`config.mk`:
```
export PLATFORM = sky130hd
export DESIGN_NAME = alu_issue_ctrl
export DESIGN_NICKNAME = d
export VERILOG_FILES = /design/src/rtl/alu_pkg.sv /design/src/rtl/alu_op_decode.sv /design/src/rtl/alu_issue_ctrl.sv
export SDC_FILE = /design/constraint.sdc
export NUM_CORES = 1
export LEC_CHECK = 0
export ABC_AREA = 1
export CAP_MARGIN = 0
export CORE_MARGIN = 2
export CORE_UTILIZATION = 30
export DETAILED_ROUTE_END_ITERATION = 6
export HOLD_SLACK_MARGIN = 0.02
export PLACE_DENSITY_LB_ADDON = 0.3
export SETUP_SLACK_MARGIN = 0.1
export SLEW_MARGIN = 20
export SYNTH_ARGS = -nofsm -noshare
export SYNTH_HDL_FRONTEND = slang
export SYNTH_SLANG_ARGS = --single-unit
```
`constraint.sdc`:
```
create_clock -name clk -period 1.3 [get_ports clk]
set_clock_uncertainty 0.1 [all_clocks]
set_input_delay 0.39 -clock clk [delete_from_list [all_inputs] [get_ports clk]]
set_output_delay 0.39 -clock clk [all_outputs]
set_load 0.1 [all_outputs]
```
`src/rtl/alu_pkg.sv`:
```
// -----------------------------------------------------------------------------
// alu_pkg
// Shared definitions for the EX-stage ALU issue controller:
//   - ALU Operation codes driven onto the ALU's Operation input
//   - ALUOp encodings produced by the main decoder
//   - funct3 / funct7 values that select between ALU operations
//   - controller FSM state type
// -----------------------------------------------------------------------------
package alu_pkg;

    // ALU Operation codes. The ALU returns 0 for OP_ILLEGAL.
    localparam logic [3:0] OP_AND     = 4'b0000;
    localparam logic [3:0] OP_ADD     = 4'b0010;
    localparam logic [3:0] OP_SUB     = 4'b0110;
    localparam logic [3:0] OP_EQ      = 4'b1000;
    localparam logic [3:0] OP_ILLEGAL = 4'b1111;

    // ALUOp encodings from the main decoder.
    localparam logic [1:0] ALUOP_MEM    = 2'b00;
    localparam logic [1:0] ALUOP_BRANCH = 2'b01;
    localparam logic [1:0] ALUOP_RTYPE  = 2'b10;
    localparam logic [1:0] ALUOP_ITYPE  = 2'b11;

    // funct3 values of interest.
    localparam logic [2:0] F3_ADD = 3'b000;
    localparam logic [2:0] F3_BEQ = 3'b000;
    localparam logic [2:0] F3_BNE = 3'b001;
    localparam logic [2:0] F3_AND = 3'b111;

    // funct7 values of interest (ALT selects SUB for R-type funct3 000).
    localparam logic [6:0] F7_BASE = 7'b0000000;
    localparam logic [6:0] F7_ALT  = 7'b0100000;

    typedef enum logic [1:0] {
        IDLE  = 2'b00,
        ISSUE = 2'b01,
        DONE  = 2'b10
    } state_t;

endpackage

```
`src/rtl/alu_op_decode.sv`:
```
// -----------------------------------------------------------------------------
// alu_op_decode
// Combinational ALU control: maps ALUOp / funct3 / funct7 onto the ALU's
// Operation code and flags encodings the ALU cannot execute.
// Ports:
//   alu_op    in   2              ALUOp from the main decoder
//   funct3    in   3              instruction funct3
//   funct7    in   7              instruction funct7
//   operation out  OPCODE_LENGTH  ALU Operation code (OP_ILLEGAL if illegal)
//   illegal   out  1              unsupported encoding
//   is_bne    out  1              branch is BNE (EQ result must be inverted)
// -----------------------------------------------------------------------------
module alu_op_decode
    import alu_pkg::*;
#(
    parameter int OPCODE_LENGTH = 4
) (
    input  logic [1:0]               alu_op,
    input  logic [2:0]               funct3,
    input  logic [6:0]               funct7,
    output logic [OPCODE_LENGTH-1:0] operation,
    output logic                     illegal,
    output logic                     is_bne
);

    always_comb begin
        // NOTE: every output gets a default before the case so no path through
        // the block leaves one unassigned, which would infer a latch.
        operation = OPCODE_LENGTH'(OP_ILLEGAL);
        illegal   = 1'b1;
        is_bne    = 1'b0;

        case (alu_op)
            ALUOP_MEM: begin
                operation = OPCODE_LENGTH'(OP_ADD);
                illegal   = 1'b0;
            end
            ALUOP_BRANCH: begin
                // BEQ and BNE both use the equality compare; BNE inverts it later.
                if (funct3 == F3_BEQ || funct3 == F3_BNE) begin
                    operation = OPCODE_LENGTH'(OP_EQ);
                    illegal   = 1'b0;
                    is_bne    = (funct3 == F3_BNE);
                end
            end
            ALUOP_RTYPE: begin
                if (funct3 == F3_ADD && funct7 == F7_BASE) begin
                    operation = OPCODE_LENGTH'(OP_ADD);
                    illegal   = 1'b0;
                end else if (funct3 == F3_ADD && funct7 == F7_ALT) begin
                    operation = OPCODE_LENGTH'(OP_SUB);
                    illegal   = 1'b0;
                end else if (funct3 == F3_AND && funct7 == F7_BASE) begin
                    operation = OPCODE_LENGTH'(OP_AND);
                    illegal   = 1'b0;
                end
            end
            ALUOP_ITYPE: begin
                // Immediate forms carry no funct7, so it is ignored here.
                if (funct3 == F3_ADD) begin
                    operation = OPCODE_LENGTH'(OP_ADD);
                    illegal   = 1'b0;
                end else if (funct3 == F3_AND) begin
                    operation = OPCODE_LENGTH'(OP_AND);
                    illegal   = 1'b0;
                end
            end
            default: begin
                operation = OPCODE_LENGTH'(OP_ILLEGAL);
            end
        endcase
    end

endmodule

```
`src/rtl/alu_issue_ctrl.sv`:
```
// -----------------------------------------------------------------------------
// alu_issue_ctrl
// EX-stage issue controller for a 32-bit ALU. Accepts an instruction over a
// valid/ready handshake, holds operands and Operation steady on the ALU inputs
// for one cycle, captures ALUResult and presents it with a branch decision and
// an illegal flag over an output valid/ready handshake.
// Ports:
//   clk, rst_n                         clock (rising edge), async active-low reset
//   in_valid / in_ready                upstream handshake
//   in_alu_op, in_funct3, in_funct7    decoded instruction fields
//   in_src_a, in_src_b                 operands
//   alu_src_a, alu_src_b, alu_operation  registered ALU inputs
//   alu_result                         combinational ALU output
//   out_valid / out_ready              downstream handshake
//   out_result, out_branch_taken, out_illegal  captured results
// -----------------------------------------------------------------------------
module alu_issue_ctrl
    import alu_pkg::*;
#(
    parameter int DATA_WIDTH    = 32,
    parameter int OPCODE_LENGTH = 4
) (
    input  logic                     clk,
    input  logic                     rst_n,
    input  logic                     in_valid,
    output logic                     in_ready,
    input  logic [1:0]               in_alu_op,
    input  logic [2:0]               in_funct3,
    input  logic [6:0]               in_funct7,
    input  logic [DATA_WIDTH-1:0]    in_src_a,
    input  logic [DATA_WIDTH-1:0]    in_src_b,
    output logic [DATA_WIDTH-1:0]    alu_src_a,
    output logic [DATA_WIDTH-1:0]    alu_src_b,
    output logic [OPCODE_LENGTH-1:0] alu_operation,
    input  logic [DATA_WIDTH-1:0]    alu_result,
    output logic                     out_valid,
    input  logic                     out_ready,
    output logic [DATA_WIDTH-1:0]    out_result,
    output logic                     out_branch_taken,
    output logic                     out_illegal
);

    state_t state_q, state_d;

    logic                     ready_fsm;
    logic                     accept;
    logic [OPCODE_LENGTH-1:0] dec_operation;
    logic                     dec_illegal;
    logic                     dec_is_bne;

    logic                     illegal_q;
    logic                     bne_q;
    logic                     branch_q;

    alu_op_decode #(
        .OPCODE_LENGTH (OPCODE_LENGTH)
    ) u_decode (
        .alu_op    (in_alu_op),
        .funct3    (in_funct3),
        .funct7    (in_funct7),
        .operation (dec_operation),
        .illegal   (dec_illegal),
        .is_bne    (dec_is_bne)
    );

    // -------------------------------------------------------------------------
    // FSM
    // -------------------------------------------------------------------------
    always_ff @(posedge clk or negedge rst_n) begin
        // NOTE: sequential state uses non-blocking assignments so every flop
        // samples pre-edge values regardless of block evaluation order.
        if (!rst_n) state_q <= IDLE;
        else        state_q <= state_d;
    end

    always_comb begin
        state_d   = state_q;
        ready_fsm = 1'b0;
        out_valid = 1'b0;

        case (state_q)
            IDLE: begin
                ready_fsm = 1'b1;
                if (in_valid) state_d = ISSUE;
            end
            ISSUE: begin
                state_d = DONE;
            end
            DONE: begin
                out_valid = 1'b1;
                // Accepting the next instruction in the same cycle the result
                // is consumed keeps the pipeline at one op per two cycles.
                ready_fsm = out_ready;
                if (out_ready) state_d = in_valid ? ISSUE : IDLE;
            end
            default: begin
                state_d = IDLE;
            end
        endcase
    end

    // Reset is asynchronous, so gate ready directly with rst_n to keep it low
    // for the whole time reset is held, not just from the next edge.
    assign in_ready = ready_fsm & rst_n;
    assign accept   = in_valid & in_ready;

    // -------------------------------------------------------------------------
    // Issue registers: loaded only on acceptance, held otherwise.
    // -------------------------------------------------------------------------
    always_ff @(posedge clk or negedge rst_n) begin
        if (!rst_n) begin
            alu_src_a     <= '0;
            alu_src_b     <= '0;
            alu_operation <= '0;
            illegal_q     <= 1'b0;
            bne_q         <= 1'b0;
            branch_q      <= 1'b0;
        end else if (accept) begin
            alu_src_a     <= in_src_a;
            alu_src_b     <= in_src_b;
            alu_operation <= dec_operation;
            illegal_q     <= dec_illegal;
            bne_q         <= dec_is_bne;
            branch_q      <= (in_alu_op == ALUOP_BRANCH);
        end
    end

    // -------------------------------------------------------------------------
    // Result capture at the end of ISSUE; held through DONE until consumed.
    // -------------------------------------------------------------------------
    always_ff @(posedge clk or negedge rst_n) begin
        if (!rst_n) begin
            out_result       <= '0;
            out_branch_taken <= 1'b0;
            out_illegal      <= 1'b0;
        end else if (state_q == ISSUE) begin
            out_result       <= illegal_q ? '0 : alu_result;
            // EQ yields 1 on equality; BNE takes the branch on the inverse.
            out_branch_taken <= (branch_q && !illegal_q) ? (alu_result[0] ^ bne_q) : 1'b0;
            out_illegal      <= illegal_q;
        end
    end

endmodule

```
==> results of run 1 <==
final timing paths:
path | start | to | slack [ns] | cells past startpoint
setup / recovery | state_q[0]$_DFFE_PN0P_ | in_ready | -0.41 | 4
min in group clk | out_ready | state_q[1]$_DFFE_PN0P_ | 0.34 | 2
hold reg to reg | alu_src_a[26]$_DFFE_PN0P_ | alu_src_a[26]$_DFFE_PN0P_ | 0.43 | 2
hold / removal | rst_n | state_q[0]$_DFFE_PN0P_ | 0.07 | 3
setup reg to reg | state_q[0]$_DFFE_PN0P_ | alu_src_a[15]$_DFFE_PN0P_ | -0.37 | 10
max in group asynchronous | rst_n | alu_src_a[19]$_DFFE_PN0P_ | 0.46 | 2
critical path, cell delays in order (launching register included):
cell and delay [ns]:
dfrtp_1 0.41, inv_2 0.09, o21ai_4 0.08, nor2_4 0.11
buf_12 0.18
metal layers:
metal	vias up	share of wire [%]	track usage [%]
met5	-	0	0
met4	0	2.6	8.333
met3	29	6.7	5.571
met2	165	53	34.81
met1	2101	38	23.88
li1	1998	-	-
timing repair:
| action | CTS | global route |
|---|---|---|
| pin swaps | 36 | 37 |
| buffers inserted | 52 | 32 |
| cloned | 14 | 3 |
| endpoints found under the hold margin | 0 | 0 |
| gates resized for setup | 97 | 152 |
| endpoints found under the setup margin | 208 | 208 |
logic make-up after synthesis:
group	count (synthesis)	synth area share, %
buffers and inverters	41	5.411
and+or+nand+nor	243	23.08
DFF	106	63.38
AOI/OAI and AO/OA	39	8.131
cells in the mapped netlist:
cell       number
buf_4          10
buf_6           3
nand2_8         1
nor2_2          2
nor2_4          2
nand2_1       216
inv_1          16
and2_0          1
a22o_1         31
nand4_1         1
buf_2           8
nor2_1         11
dfrtp_1       106
inv_2           3
o21ai_4         1
nand2_2         1
nand3_1         8
a2bb2oi_2       1
inv_4           1
o21ai_0         5
o22ai_2         1
cell type report:
class,instances,area (um^2)
clock buffer,12,266.5
fill,928,3814
sequential,106,2780
tap,180,225.2
inverter,20,90.09
timing repair buffer,331,4598
clock inverter,4,32.53
multi-input combinational,282,1967
registers in the layout (all words and copies together), names as in the netlist:
register	cells
branch_q	1
out_branch_taken	1
bne_q	1
out_result	32
alu_src_a	32
state_q	2
alu_src_b	32
out_illegal	1
alu_operation	4
power groups by stage:
stage                     logic (mW)  clock network (mW)  registers, mW
after floorplan                 1.39                   0           12.2
after detailed placement        13.6                   0           5.68
after global routing            16.1                2.95           5.78
after CTS                       14.7                2.79           5.62
after global placement          13.5                   0           5.62
final                           15.6                2.75           5.66
==> flow_summary.toml, run 1 <==
[placement]
place.port_buffers = 215
dp_hpwl_um = 9424
pre_cts_slack_ns = -0.5647
placed_cell_area_um2 = 7866
globalplace.congestion = 0.8042
dp_cells = 824

[floorplanning]
pin_count = 216
rows = 43
fp.dieArea_um2 = 14910
die_w_um = 122.1
coreArea_um2 = 13770
initial_utilization_pct = 30.39
die-height_um = 122.1

[routing]
final_antenna_net_count = 0
vias_per_cell = 4.591
drt_iter0_drc = 187
wl_um = 16550
drtPass1Iterations = 4
dr_total_vias = 4293
drc = 0
avgRoutedWirePerCell_um = 17.70

[grt]
grt_overflow = 0
grt_pass1_wl_um = 23020
grt_max_degree = 57
antenna_found_initial = 0
grt_pass1_vias = 4338
grtUsageTotal_pct = 20.26

[synthesis]
synth_area_um2 = 4185
ys_ff_latch = 106
yosys_warnings = 0
yosys.area.top_type = "dfrtp_1"
synthDistinctLibCells = 21
ys_seq_area_share_pct = 63.38
synth.net_count = 541
synth.avg_cell_area_um2 = 9.756
synth_top_area_share_pct = 63.38
syn_inst = 429
synthTopCellsByArea = "dfrtp_1 (63%), nand2_1 (19%), a22o_1 (6.5%)"

[layout]
nets = 862
drive_gt1_share_pct = 67.15
syn_to_final_growth_pct = 138.0
fin_cells = 935
layout_commonest_cell = "buf_12"
antenna-diode-count = 0
final_util_pct = 72.31
fin_area_um2 = 9960
layout_common_cells = "buf_12 (118), clkdlybuf4s50_1 (109), dfrtp_2 (102), nand2_2 (99), buf_4 (74)"

[cts]
cts_hold_buf = 0
cts.path.max_buffers = 2
numCtsBuffers = 9
clk_pin_slew_ns = 0.08
cts_tree = "built"
clock-sinks = 106
htreeDepth = 3
cts-root-buf = "clkbuf_16"
clk_latency_ns = 0.35

[sta]
period_needed_ns = 1.714
hold_viol = 0
worst_slew_margin_rel_pct = 51.56
worst_slack_ns = -0.4143
rsz0062_at_grt = "true"
final.setup.tns_ns = -41.68
worst_pin_slew_ns = 0.7267
max_freq_ghz = 0.5833
whs_ns = 0.07053
fin_crit_sh_pct = 131.9
drv_slew = 0
setup_viol = 208

[pwr]
leakage_nw = 4.588
pwr-share-seq_pct = 23.5
switching_power_mw = 12.01
powerDensity_nw_per_um2 = 2416
finalPower_mw = 24.06
power_frac_comb_pct = 65.0
cellInternalPower_mw = 12.06
clockPowerShare_pct = 11.4
switching_share_pct = 49.89
ir_worst_vdd_uv = 1346

[critical_path]
start_kind = "register"
worst_setup_path_end_kind = "output pin"
arrival_ns = 1.22
crit_fanout = 2
crit_type = "reg -> out"
cp.required_ns = 0.81

[hold_path]
min_path_type = "in -> async"

[run_status]
failed_checks = "negative setup slack"
outcome = "finished, violations left"

[job]
maxCapViolCount = 0
(Power assumes the default switching activity.)
==> run 2, diff against run 1 <==
CORE_MARGIN = 5   (was 2)
==> flow_summary.toml, run 2 (synthesis results as in run 1) <==
[run_status]
outcome = "finished, violations left"
failed_checks = "negative setup slack"

[sta]
whs_ns = 0.1644
worst_pin_slew_ns = 0.8584
fin_crit_sh_pct = 131.7
rsz0062_at_grt = "true"
worst_slack_ns = -0.4116
final.setup.tns_ns = -45.66
worst_slew_margin_rel_pct = 42.77
period_needed_ns = 1.712
max_freq_ghz = 0.5843
drv_slew = 0
hold_viol = 0
setup_viol = 209

[critical_path]
ff2ff_path_depth = 10
crit_type = "reg -> out"
crit_fanout = 2
worst_setup_path_end_kind = "output pin"
reg2reg_from = "state_q[0]$_DFFE_PN0P_"
reg2reg_slack_ns = -0.36
start_kind = "register"
r2r_end = "alu_src_b[17]$_DFFE_PN0P_"
arrival_ns = 1.22
cp.required_ns = 0.81

[grt]
grt_pass1_vias = 4424
grt_overflow = 0
grt_pass1_wl_um = 23860
grt.met2_usage_pct = 31.15
use_met1_pct = 22.71
grtUsageTotal_pct = 18.48
antenna_found_initial = 0
grt_max_degree = 69
top_usage_layer = "met2"
grtUsageMet3_pct = 5.208

[pwr]
powerDensity_nw_per_um2 = 2412
leakage_nw = 4.600
ir_worst_vdd_uv = 1400

[layout]
fin_area_um2 = 9920
drive_gt1_share_pct = 64.77
antenna-diode-count = 0
top_regs = "alu_src_a x32, alu_src_b x32, out_result x32"
final_util_pct = 72.02
fillerInstances = 912
nets = 862
layout_common_cells = "buf_12 (119), clkdlybuf4s50_1 (109), dfrtp_2 (102), nand2_1 (85), nand2_2 (84)"
syn_to_final_growth_pct = 137.0
layout_commonest_cell = "buf_12"

[hold_path]
min_path_type = "in -> async"

[placement]
pre_cts_slack_ns = -0.6163
place.port_buffers = 215
globalplace.congestion = 0.8005
placed_cell_area_um2 = 7904
dp_hpwl_um = 10260

[cts]
cts.path.max_buffers = 2
clock-sinks = 106
numCtsBuffers = 9
cts-root-buf = "clkbuf_16"
htreeDepth = 3
cts_hold_buf = 0
clk_latency_ns = 0.34
clk_pin_slew_ns = 0.08
cts_tree = "built"

[floorplanning]
fp.dieArea_um2 = 16410
pin_count = 216
coreArea_um2 = 13770
die_w_um = 128.1
initial_utilization_pct = 30.39
die-height_um = 128.1
rows = 43

[routing]
dr_total_vias = 4329
drtPass1Iterations = 4
drc = 0
final_antenna_net_count = 0
wl_um = 16860
vias_per_cell = 4.630
avgRoutedWirePerCell_um = 18.03
drt_iter0_drc = 199

[job]
maxCapViolCount = 0
==> run 2: cell count changes in the layout (fill, tap and decap cells not counted), moves of 3 or more <==
cell / before / now
nand2_1: 68 / 85
nand2_2: 99 / 84
buf_6: 6 / 14
buf_4: 74 / 69
buf_8: 9 / 4
nand2_4: 50 / 47
==> run 2: cell type report <==
cell class / instances / area [um^2] / area share [%]
multi-input cells: 282 / 1919 / 19.35
well taps: 180 / 225.2 / 2.270
inverters: 20 / 90.09 / 0.9082
clock inverters: 5 / 37.54 / 0.3784
repair buffers: 330 / 4598 / 46.35
flip-flops and latches: 106 / 2780 / 28.03
clock buffers: 11 / 252.7 / 2.548
repair inverters: 1 / 16.27 / 0.1640
==> run 2: power by group <==
group / switching (mW) / internal (mW)
logic: 9.49 / 6.06
clock network: 1.27 / 1.41
registers: 1.20 / 4.49
total: 12.0 / 12.0
==> run 2: routing by layer <==
| layer | up-vias | part of all wire [%] |
|---|---|---|
| li1 | 1998 | - |
| met1 | 2137 | 39 |
| met2 | 167 | 53 |
| met3 | 27 | 6.1 |
| met4 | 0 | 2.4 |
| met5 | - | 0 |
==> run 2: what timing repair did <==
item	4_1_cts	5_1_grt
cloned	14	4
gates resized for setup	45	185
setup endpoints to repair	208	210
pin swaps	2	58
setup buffers	29	48
==> run 2: worst max-delay path by stage <==
stage / from / to / slack [ns] / cells after the start
CTS: state_q[0]$_DFFE_PN0P_ / out_valid / -0.39 / 3
global route: state_q[1]$_DFFE_PN0P_ / out_valid / -0.45 / 4
floorplan: state_q[0]$_DFFE_PN0P_ / in_ready / -0.22 / 3
finish: state_q[0]$_DFFE_PN0P_ / out_valid / -0.41 / 3
global placement: out_ready / alu_src_a[23]$_DFFE_PN0P_ / -0.55 / 7
detailed placement: out_ready / alu_src_a[21]$_DFFE_PN0P_ / -0.62 / 7
==> run 2: worst max-delay path, cell delays in order, from the launching register on <==
cell and delay [ns]:
dfrtp_1 0.41, buf_4 0.16, nor2_4 0.12, buf_12 0.18
==> run 2: through the flow <==
stage	total power [mW]	instances
2_1_floorplan	13.59	429
3_3_place_gp	19.24	829
3_5_place_dp	19.40	829
4_1_cts	22.77	888
5_1_grt	24.64	935
6_report	23.92	935
==> run 3, diff against run 2 <==
SKIP_LAST_GASP = 1   (was default)
==> flow_summary.toml, run 3 (synthesis results as in run 1) <==
[run_status]
outcome = "finished, violations left"
failed_checks = "negative setup slack"

[grt]
grtUsageTotal_pct = 18.50
grt_pass1_wl_um = 23870
grt_max_degree = 69
antenna_found_initial = 0
grt_overflow = 0
grt_pass1_vias = 4418

[sta]
drv_slew = 0
period_needed_ns = 1.682
hold_viol = 0
setup_viol = 209
worst_slack_ns = -0.3822
fin_crit_sh_pct = 129.4
final.setup.tns_ns = -44.38
max_freq_ghz = 0.5944
worst_pin_slew_ns = 0.8691
rsz0062_at_grt = "true"
worst_slew_margin_rel_pct = 42.06

[floorplanning]
fp.dieArea_um2 = 16410
die_w_um = 128.1
rows = 43
die-height_um = 128.1
initial_utilization_pct = 30.39
coreArea_um2 = 13770
pin_count = 216

[layout]
layout_common_cells = "buf_12 (119), clkdlybuf4s50_1 (109), dfrtp_2 (102), nand2_1 (90), nand2_2 (82)"
top_regs = "alu_src_a x32, alu_src_b x32, out_result x32"
fin_cells = 932
drive_gt1_share_pct = 63.96
syn_to_final_growth_pct = 135.7
seq_area_um2 = 2780
multi_input_area_um2 = 1892
fillerInstances = 915
layout_commonest_cell = "buf_12"
nets = 859
antenna-diode-count = 0

[cts]
clk_latency_ns = 0.34
htreeDepth = 3
cts-root-buf = "clkbuf_16"
numCtsBuffers = 9
clk_pin_slew_ns = 0.08
cts_hold_buf = 0
cts.path.max_buffers = 2
clock-sinks = 106
cts_tree = "built"

[pwr]
cellInternalPower_mw = 11.93
clockPowerShare_pct = 11.1
ir_worst_vdd_uv = 1377
leakage_nw = 4.575
power_frac_comb_pct = 65.0
pwr-share-seq_pct = 23.9
switching_power_mw = 11.89
powerDensity_nw_per_um2 = 2414
switching_share_pct = 49.92

[critical_path]
crit_fanout = 2
worst_setup_path_end_kind = "output pin"
crit_type = "reg -> out"
cp.required_ns = 0.81
arrival_ns = 1.19
start_kind = "register"

[routing]
dr_total_vias = 4291
final_antenna_net_count = 0
drt_iter0_drc = 223
drtPass1Iterations = 6
drc = 0
avgRoutedWirePerCell_um = 17.80
vias_per_cell = 4.604
wl_um = 16590

[placement]
place.port_buffers = 215
dp_hpwl_um = 10260
globalplace.congestion = 0.8005
dp_cells = 829

[job]
maxCapViolCount = 0

[hold_path]
min_path_type = "in -> async"
run 3: what timing repair did:
item	in CTS	in global routing
endpoints found under the setup margin	208	210
gates cloned	14	4
gates resized for setup	43	178
buffers inserted	29	46
pin swaps	2	55
run 3: final timing paths:
check	from	to	slack, ns	depth (start not counted)
setup / recovery	state_q[1]$_DFFE_PN0P_	out_valid	-0.38	4
hold / removal	rst_n	out_result[22]$_DFFE_PN0N_	0.16	3
setup reg to reg	state_q[1]$_DFFE_PN0P_	out_result[7]$_DFFE_PN0N_	-0.36	9
hold reg to reg	branch_q$_DFFE_PN0P_	branch_q$_DFFE_PN0P_	0.42	2
max in group asynchronous	rst_n	alu_src_a[13]$_DFFE_PN0P_	0.31	2
min in group clk	out_ready	state_q[1]$_DFFE_PN0P_	0.35	2
run 3: per-stage QoR:
stage,hold WS [ns],worst slack (ns),area (um^2),power [mW],util [%]
final,0.1627,-0.3822,9866,23.82,71.63
after global routing,0.2108,-0.4472,9866,24.56,71.63
after CTS,0.1685,-0.3936,8971,22.77,65.13
after detailed placement,0.3837,-0.6163,7904,19.40,57.39
after global placement,0.3709,-0.5513,7904,19.24,57.39
after floorplan,-0.005591,-0.2193,4451,13.59,-
run 3: layout make-up:
class,instances,share of cell area (%)
tap,180,2.283
multi-input combinational,282,19.18
clock buffer,11,2.562
inverter,20,0.9131
clock inverter,5,0.3805
sequential,106,28.18
timing repair inverter,1,0.1649
timing repair buffer,327,46.34
run 3: layer usage:
metal | up-vias | wire length, um | share of wire, % | track usage (%)
met5 | - | 0 | 0 | 0
met4 | 0 | 288 | 1.7 | 6.492
met3 | 18 | 970 | 5.8 | 5.208
met2 | 160 | 8759 | 53 | 31.21
met1 | 2120 | 6574 | 40 | 22.71
li1 | 1993 | - | - | -
run 3: power groups by stage:
stage | sequential [mW] | combinational [mW] | clock, mW
6_report | 5.69 | 15.5 | 2.65
5_1_grt | 5.79 | 15.9 | 2.88
4_1_cts | 5.63 | 14.4 | 2.72
3_5_place_dp | 5.68 | 13.7 | 0
3_3_place_gp | 5.65 | 13.6 | 0
2_1_floorplan | 12.2 | 1.39 | 0
run 3: worst max-delay path: stages, from the launching register on:
cell	delay, ns
dfrtp_1	0.36
inv_2	0.06
buf_6	0.11
nor2_4	0.13
buf_12	0.18
